File: src/rtl/sseg_scan_ctrl.sv
// Four-digit multiplexed seven-segment scan controller with frame-synchronous value commit.
// Optional leading-zero suppression is enabled by defining SSEG_LZ_BLANK_EN.
module sseg_scan_ctrl #(
  parameter int CLK_DIV   = 100000,
  parameter int BLANK_CYC = 16
) (
  input  logic        clk,
  input  logic        rst,
  input  logic [15:0] data,
  input  logic [3:0]  dp_en,
  input  logic        ld,
  output logic [7:0]  seg,
  output logic [3:0]  an,
  output logic        frame
);

  localparam int CW = (CLK_DIV > 2) ? $clog2(CLK_DIV) : 1;
  localparam logic [CW-1:0] BLANK_LAST = CW'(BLANK_CYC - 1);
  localparam logic [CW-1:0] DRIVE_LAST = CW'(CLK_DIV - BLANK_CYC - 1);

  typedef enum logic {BLANK, DRIVE} state_t;

  state_t        state, state_nxt;
  logic [CW-1:0] cnt, cnt_nxt;
  logic [1:0]    digit, digit_nxt;
  logic [15:0]   disp, pend;
  logic [3:0]    disp_dp, pend_dp;
  logic          pend_v;
  logic          boundary;
  logic [3:0]    nib;
  logic [7:0]    dec;
  logic [7:0]    seg_nxt;
  logic [3:0]    an_nxt;
`ifdef SSEG_LZ_BLANK_EN
  logic          lz;
`endif

  function automatic logic [7:0] hex7(input logic [3:0] h);
    case (h)
      4'h0: hex7 = 8'h03;  4'h1: hex7 = 8'h9F;  4'h2: hex7 = 8'h25;  4'h3: hex7 = 8'h0D;
      4'h4: hex7 = 8'h99;  4'h5: hex7 = 8'h49;  4'h6: hex7 = 8'h41;  4'h7: hex7 = 8'h1F;
      4'h8: hex7 = 8'h01;  4'h9: hex7 = 8'h19;  4'hA: hex7 = 8'h11;  4'hB: hex7 = 8'hC1;
      4'hC: hex7 = 8'h63;  4'hD: hex7 = 8'h85;  4'hE: hex7 = 8'h61;  default: hex7 = 8'h71;
    endcase
  endfunction

  // Slot sequencing plus the next values of the registered pin outputs.
  always_comb begin
    state_nxt = state;
    cnt_nxt   = cnt + 1'b1;
    digit_nxt = digit;
    boundary  = 1'b0;
    case (state)
      BLANK: if (cnt == BLANK_LAST) begin
        state_nxt = DRIVE;
        cnt_nxt   = '0;
      end
      default: if (cnt == DRIVE_LAST) begin
        state_nxt = BLANK;
        cnt_nxt   = '0;
        digit_nxt = digit + 2'd1;
        boundary  = (digit == 2'd3);
      end
    endcase

    nib     = disp[{digit, 2'b00} +: 4];
    dec     = hex7(nib);
    an_nxt  = 4'b1111;
    seg_nxt = 8'hFF;
`ifdef SSEG_LZ_BLANK_EN
    case (digit)
      2'd3:    lz = (disp[15:12] == 4'h0);
      2'd2:    lz = (disp[15:8] == 8'h00);
      2'd1:    lz = (disp[15:4] == 12'h000);
      default: lz = 1'b0;
    endcase
`endif
    if (state == DRIVE) begin
      an_nxt  = ~(4'b0001 << digit);
      seg_nxt = {dec[7:1], ~disp_dp[digit]};
`ifdef SSEG_LZ_BLANK_EN
      if (lz) seg_nxt[7:1] = 7'h7F;
`endif
    end
  end

  // A load on the boundary cycle becomes the new pending value; the commit takes the old one.
  always_ff @(posedge clk) begin
    if (rst) begin
      state   <= BLANK;
      cnt     <= '0;
      digit   <= 2'd0;
      disp    <= 16'h0000;
      disp_dp <= 4'h0;
      pend    <= 16'h0000;
      pend_dp <= 4'h0;
      pend_v  <= 1'b0;
      an      <= 4'b1111;
      seg     <= 8'hFF;
      frame   <= 1'b0;
    end else begin
      state <= state_nxt;
      cnt   <= cnt_nxt;
      digit <= digit_nxt;
      an    <= an_nxt;
      seg   <= seg_nxt;
      frame <= boundary;
      if (boundary && pend_v) begin
        disp    <= pend;
        disp_dp <= pend_dp;
      end
      if (ld) begin
        pend    <= data;
        pend_dp <= dp_en;
        pend_v  <= 1'b1;
      end else if (boundary) begin
        pend_v  <= 1'b0;
      end
    end
  end

endmodule

File: config.mk
export PLATFORM = sky130hd
export DESIGN_NAME = sseg_scan_ctrl
export DESIGN_NICKNAME = d
export VERILOG_FILES = /design/src/rtl/sseg_scan_ctrl.sv
export SDC_FILE = /design/constraint.sdc
export NUM_CORES = 1
export LEC_CHECK = 0
export ABC_AREA = 1
export BUFFER_PORTS_ARGS = -buffer_cell sky130_fd_sc_hd__buf_2
export CORE_UTILIZATION = 52
export DETAILED_ROUTE_END_ITERATION = 10
export PLACE_DENSITY = 0.84
export SYNTH_ARGS = -nofsm -noshare
export SYNTH_HDL_FRONTEND = slang
export SYNTH_SLANG_ARGS = --single-unit
File: constraint.sdc
create_clock -name clk -period 1.7 [get_ports clk]
set_input_delay 0.085 -clock clk [delete_from_list [all_inputs] [get_ports clk]]
set_output_delay 0.085 -clock clk [all_outputs]
set_load 0.01 [all_outputs]
==> summary.md <==
| Metric | Value |
|---|---|
| Status | complete, no violations |
| Fin worst setup slack | between 0.06 and 0.07 ns |
| # rows | 28 |
| First-pass GRT wire length | 11.4 mm |
| GPL Wtd Cong | 0.892 |
| Startpoint Class | register |
| CTS sink cnt | between 70 and 80 |
| Core region area | 5990 sq um |
| Worst Hold Class | input pin to register |
| Cell mode on critical path | nand2_1 |
| Distinct cells, synth | 30 |
| Fin. Hold Viols | 0 |
| Max incr delay on CP | 0.37 ns |
| Number of vias per cell | between 5 and 6 |
| Synth area leader | dfxtp_1 |
| Top FF cell, synth | dfxtp_1 |
| Gate power share | 4.5% |
| P_int | between 0.002 and 0.003 W |
| Vias | 3049 |
| Die width | 81.1 um |
| Synth warn | 0 |
| I/O Pins | 36 |
| Setup TNS | 0 ns |
| Largest net degree at the start of global routing | 41 |
| Critical path class | register to register |
| CP endpoint kind | register |
| Syn_area_per_cell | 7.17 sq um |
| Top cells by area, synth | dfxtp_1, nor2_1, nand2_1 |
| Crit path DAT | approximately 1.9 ns |
| CTS tree | yes |
| Power per cell area | 845 nW/um^2 |
| Die height | around 80 um |
| Pre-CTS setup slack | -0.0506 ns |
| DRT Wirelength | ~7.6 mm |
| Final ANT Viol Nets | 0 |
| Sequential cell area fraction in the yosys report | between 40% and 50% |
| Max Transition Viols Final | 0 |
| Mapped cell area | roughly 3300 sq um |
| Layout Skew | approximately 0.012 ns |
| Skew-Pair Late Insertion Delay | 0.36 ns |
| CP Max Fanout | 5 |
| Initial antenna violation count | 0 |
| Root buffer cell | clkbuf_8 |
| Number of iterations in the first detailed-routing pass | 4 |
| Post-synth EDFFs | 0 |
| Power Total | 0.00349 W |
| # H-tree levels | 3 |
| Gate Count Post-Synth | about 450 |
| # port buffers | 35 |
| Final HPWL DP | ~4.6 mm |
| Vias in the first global route | between 2000 and 3000 |
| Remaining DRCs | 0 |
| Cts bufs inserted | 9 |
| Initial Util | a little over half |
| Gr usage total | a little under a quarter |
| GR Overflow Total | 0 |
| Synth top area share | 45.5% |
| Sequential Power Share | between 50% and 60% |
| Filler cell count in the final layout | around 470 |
| Maximum Capacitance Violations | 0 |
| Nets@finish | 557 |
| Final min period | 1.64 ns |
| Final period util | a little over nine tenths |
| Maximum clock insertion buffer count | 2 |
| Sw frac | between 20% and 30% |
| Syn_nets | around 500 |
| Maximum vdd drop | 0.783 mV |
| Ys async rst share | 0% |
| Area Overhead vs Synth | 26.9% |
| P_sw | approximately 0.00080 W |
| Worst slew pin tran | ~0.65 ns |
| First DRT Iteration DRCs | between 150 and 200 |
| Clock Power Share | a little over two fifths |
| Fmax | roughly 0.61 GHz |
| Pleak | about 1.9 nW |
| Final core utilization | 68.9% |
| N_diodes | 0 |
| Cell Chain, Critical Path | ha_4, nand3_4, inv_2, nand2_2, nor2_4, nand4_4, clkbuf_16, nand2_1, nand2_1, nor2_1 |
| Critical path's slowest cell | dfxtp_2 |
| Worst EP required | 2.01 ns |
| Die area | between 6000 and 7000 sq um |
| Worst slew margin | about 57% |
| Layout cells sized above 1 | between 10% and 20% |
| Clock-pin slew on the worst setup and hold paths | about 0.08 ns |
| Setup violations, final | 0 |
| #FFs+latches synth | 74 |
| Routed length per instance | 12.5 um |
[layout by cell type, fill, tap and decap left out, drive strengths merged]
cell type / Yosys / layout
o221ai: 1 / 1
o22ai: 2 / 2
clkinvlp: 0 / 1
a211oi: 1 / 1
ha: 11 / 11
xnor2: 2 / 2
nand3: 23 / 23
dfxtp: 74 / 74
dlygate4sd3: 0 / 20
nor2: 116 / 116
clkinv: 1 / 2
nor3b: 1 / 1
nand2: 90 / 90
o211ai: 3 / 3
clkbuf: 6 / 12
xor2: 6 / 6
a21oi: 11 / 11
bufinv: 0 / 2
nor3: 7 / 7
nand4: 7 / 7
inv: 51 / 54
buf: 9 / 50
o21ai: 32 / 32
[final cells by class]
type                    count  area [sq um]  share of cell area [%]
clock inverters             7          98.8                    2.39
clock buffers               9           124                    3.00
multi-input cells         313          1540                    37.2
repair buffers             73           592                    14.3
flip-flops and latches     74          1490                    36.0
inverters                  52           195                    4.73
well taps                  75          93.8                    2.27
[power groups by stage]
stage	clock network, W	logic, W	registers (W)
CTS	0.00156	0.000152	0.00179
floorplan	0	0.0000733	0.00183
finish	0.00154	0.000158	0.00180
global route	0.00163	0.000180	0.00180
detailed placement	0	0.000116	0.00183
global placement	0	0.000113	0.00183
[final timing paths]
path | to | startpoint | depth (start not counted) | slack [ns]
worst min-delay path | cnt[13] | rst | 2 | 0.07
worst max-delay path | disp[1] | cnt[0] | 10 | 0.06
worst min register to register | cnt[0] | cnt[0] | 1 | 0.45
worst max register to register | disp[1] | cnt[0] | 10 | 0.06
[kinds of logic (layout without fill, tap and decap cells)]
group / after synthesis / in the layout / share of synthesized area, %
simple gates: 244 / 244 / 31.4
xor+xnor: 8 / 8 / 2.15
fa+ha+maj: 11 / 11 / 4.23
buf+inv: 67 / 141 / 8.50
compound gates: 50 / 50 / 8.19
flops: 74 / 74 / 45.5
[per-stage QoR]
step	area, sq um	std cells	hold WS, ns
floorplan	3270	454	0.220
global placement	3530	557	0.307
detailed placement	3530	557	0.312
CTS	3960	593	0.0472
global route	4130	603	0.0647
finish	4130	603	0.0656
[worst max-delay path: cells and delay by family (launching register included)]
| kind | cells | cell delay, ns |
|---|---|---|
| adders and majority gates | 1 | 0.16 |
| buffers and inverters | 2 | 0.31 |
| DFF | 1 | 0.37 |
| and+or+nand+nor | 7 | 0.76 |
[flip-flops by register name, summed over array words and instances (netlist names)]
name     cells
pend_dp      4
frame        1
an           4
state        1
pend        16
digit        2
cnt         17
pend_v       1
disp        16
seg          8
disp_dp      4
[layer usage]
| metal | share of wire [%] | vias to the layer above | wire length [um] | GRT usage (%) |
|---|---|---|---|---|
| met5 | 0 | - | 0 | 0 |
| met3 | 4.5 | 9 | 340 | 8.20 |
| li1 | - | 1555 | - | - |
| met4 | 1.3 | 0 | 98 | 7.86 |
| met1 | 43 | 1414 | 3270 | 26.1 |
| met2 | 51 | 71 | 3860 | 40.1 |
[cell usage after synthesis (3+ instances only)]
| master | number |
|---|---|
| nand2_1 | 87 |
| nand4_1 | 6 |
| clkbuf_1 | 6 |
| ha_1 | 11 |
| nor3_1 | 6 |
| nor2_2 | 3 |
| a21oi_1 | 11 |
| inv_1 | 50 |
| xor2_1 | 6 |
| nand2_2 | 3 |
| dfxtp_1 | 74 |
| buf_2 | 5 |
| o211ai_1 | 3 |
| nor2_1 | 112 |
| o21ai_0 | 32 |
| nand3_1 | 22 |
[timing repair]
action / CTS / global route
gates cloned: 0 / 4
hold buffers: 20 / 0
pin swaps: 0 / 4
setup buffers: 0 / 6
resized for setup: 1 / 18
endpoints found under the hold margin: 20 / 0
setup endpoints to repair: 2 / 37
Power figures use the tool's default switching activity.
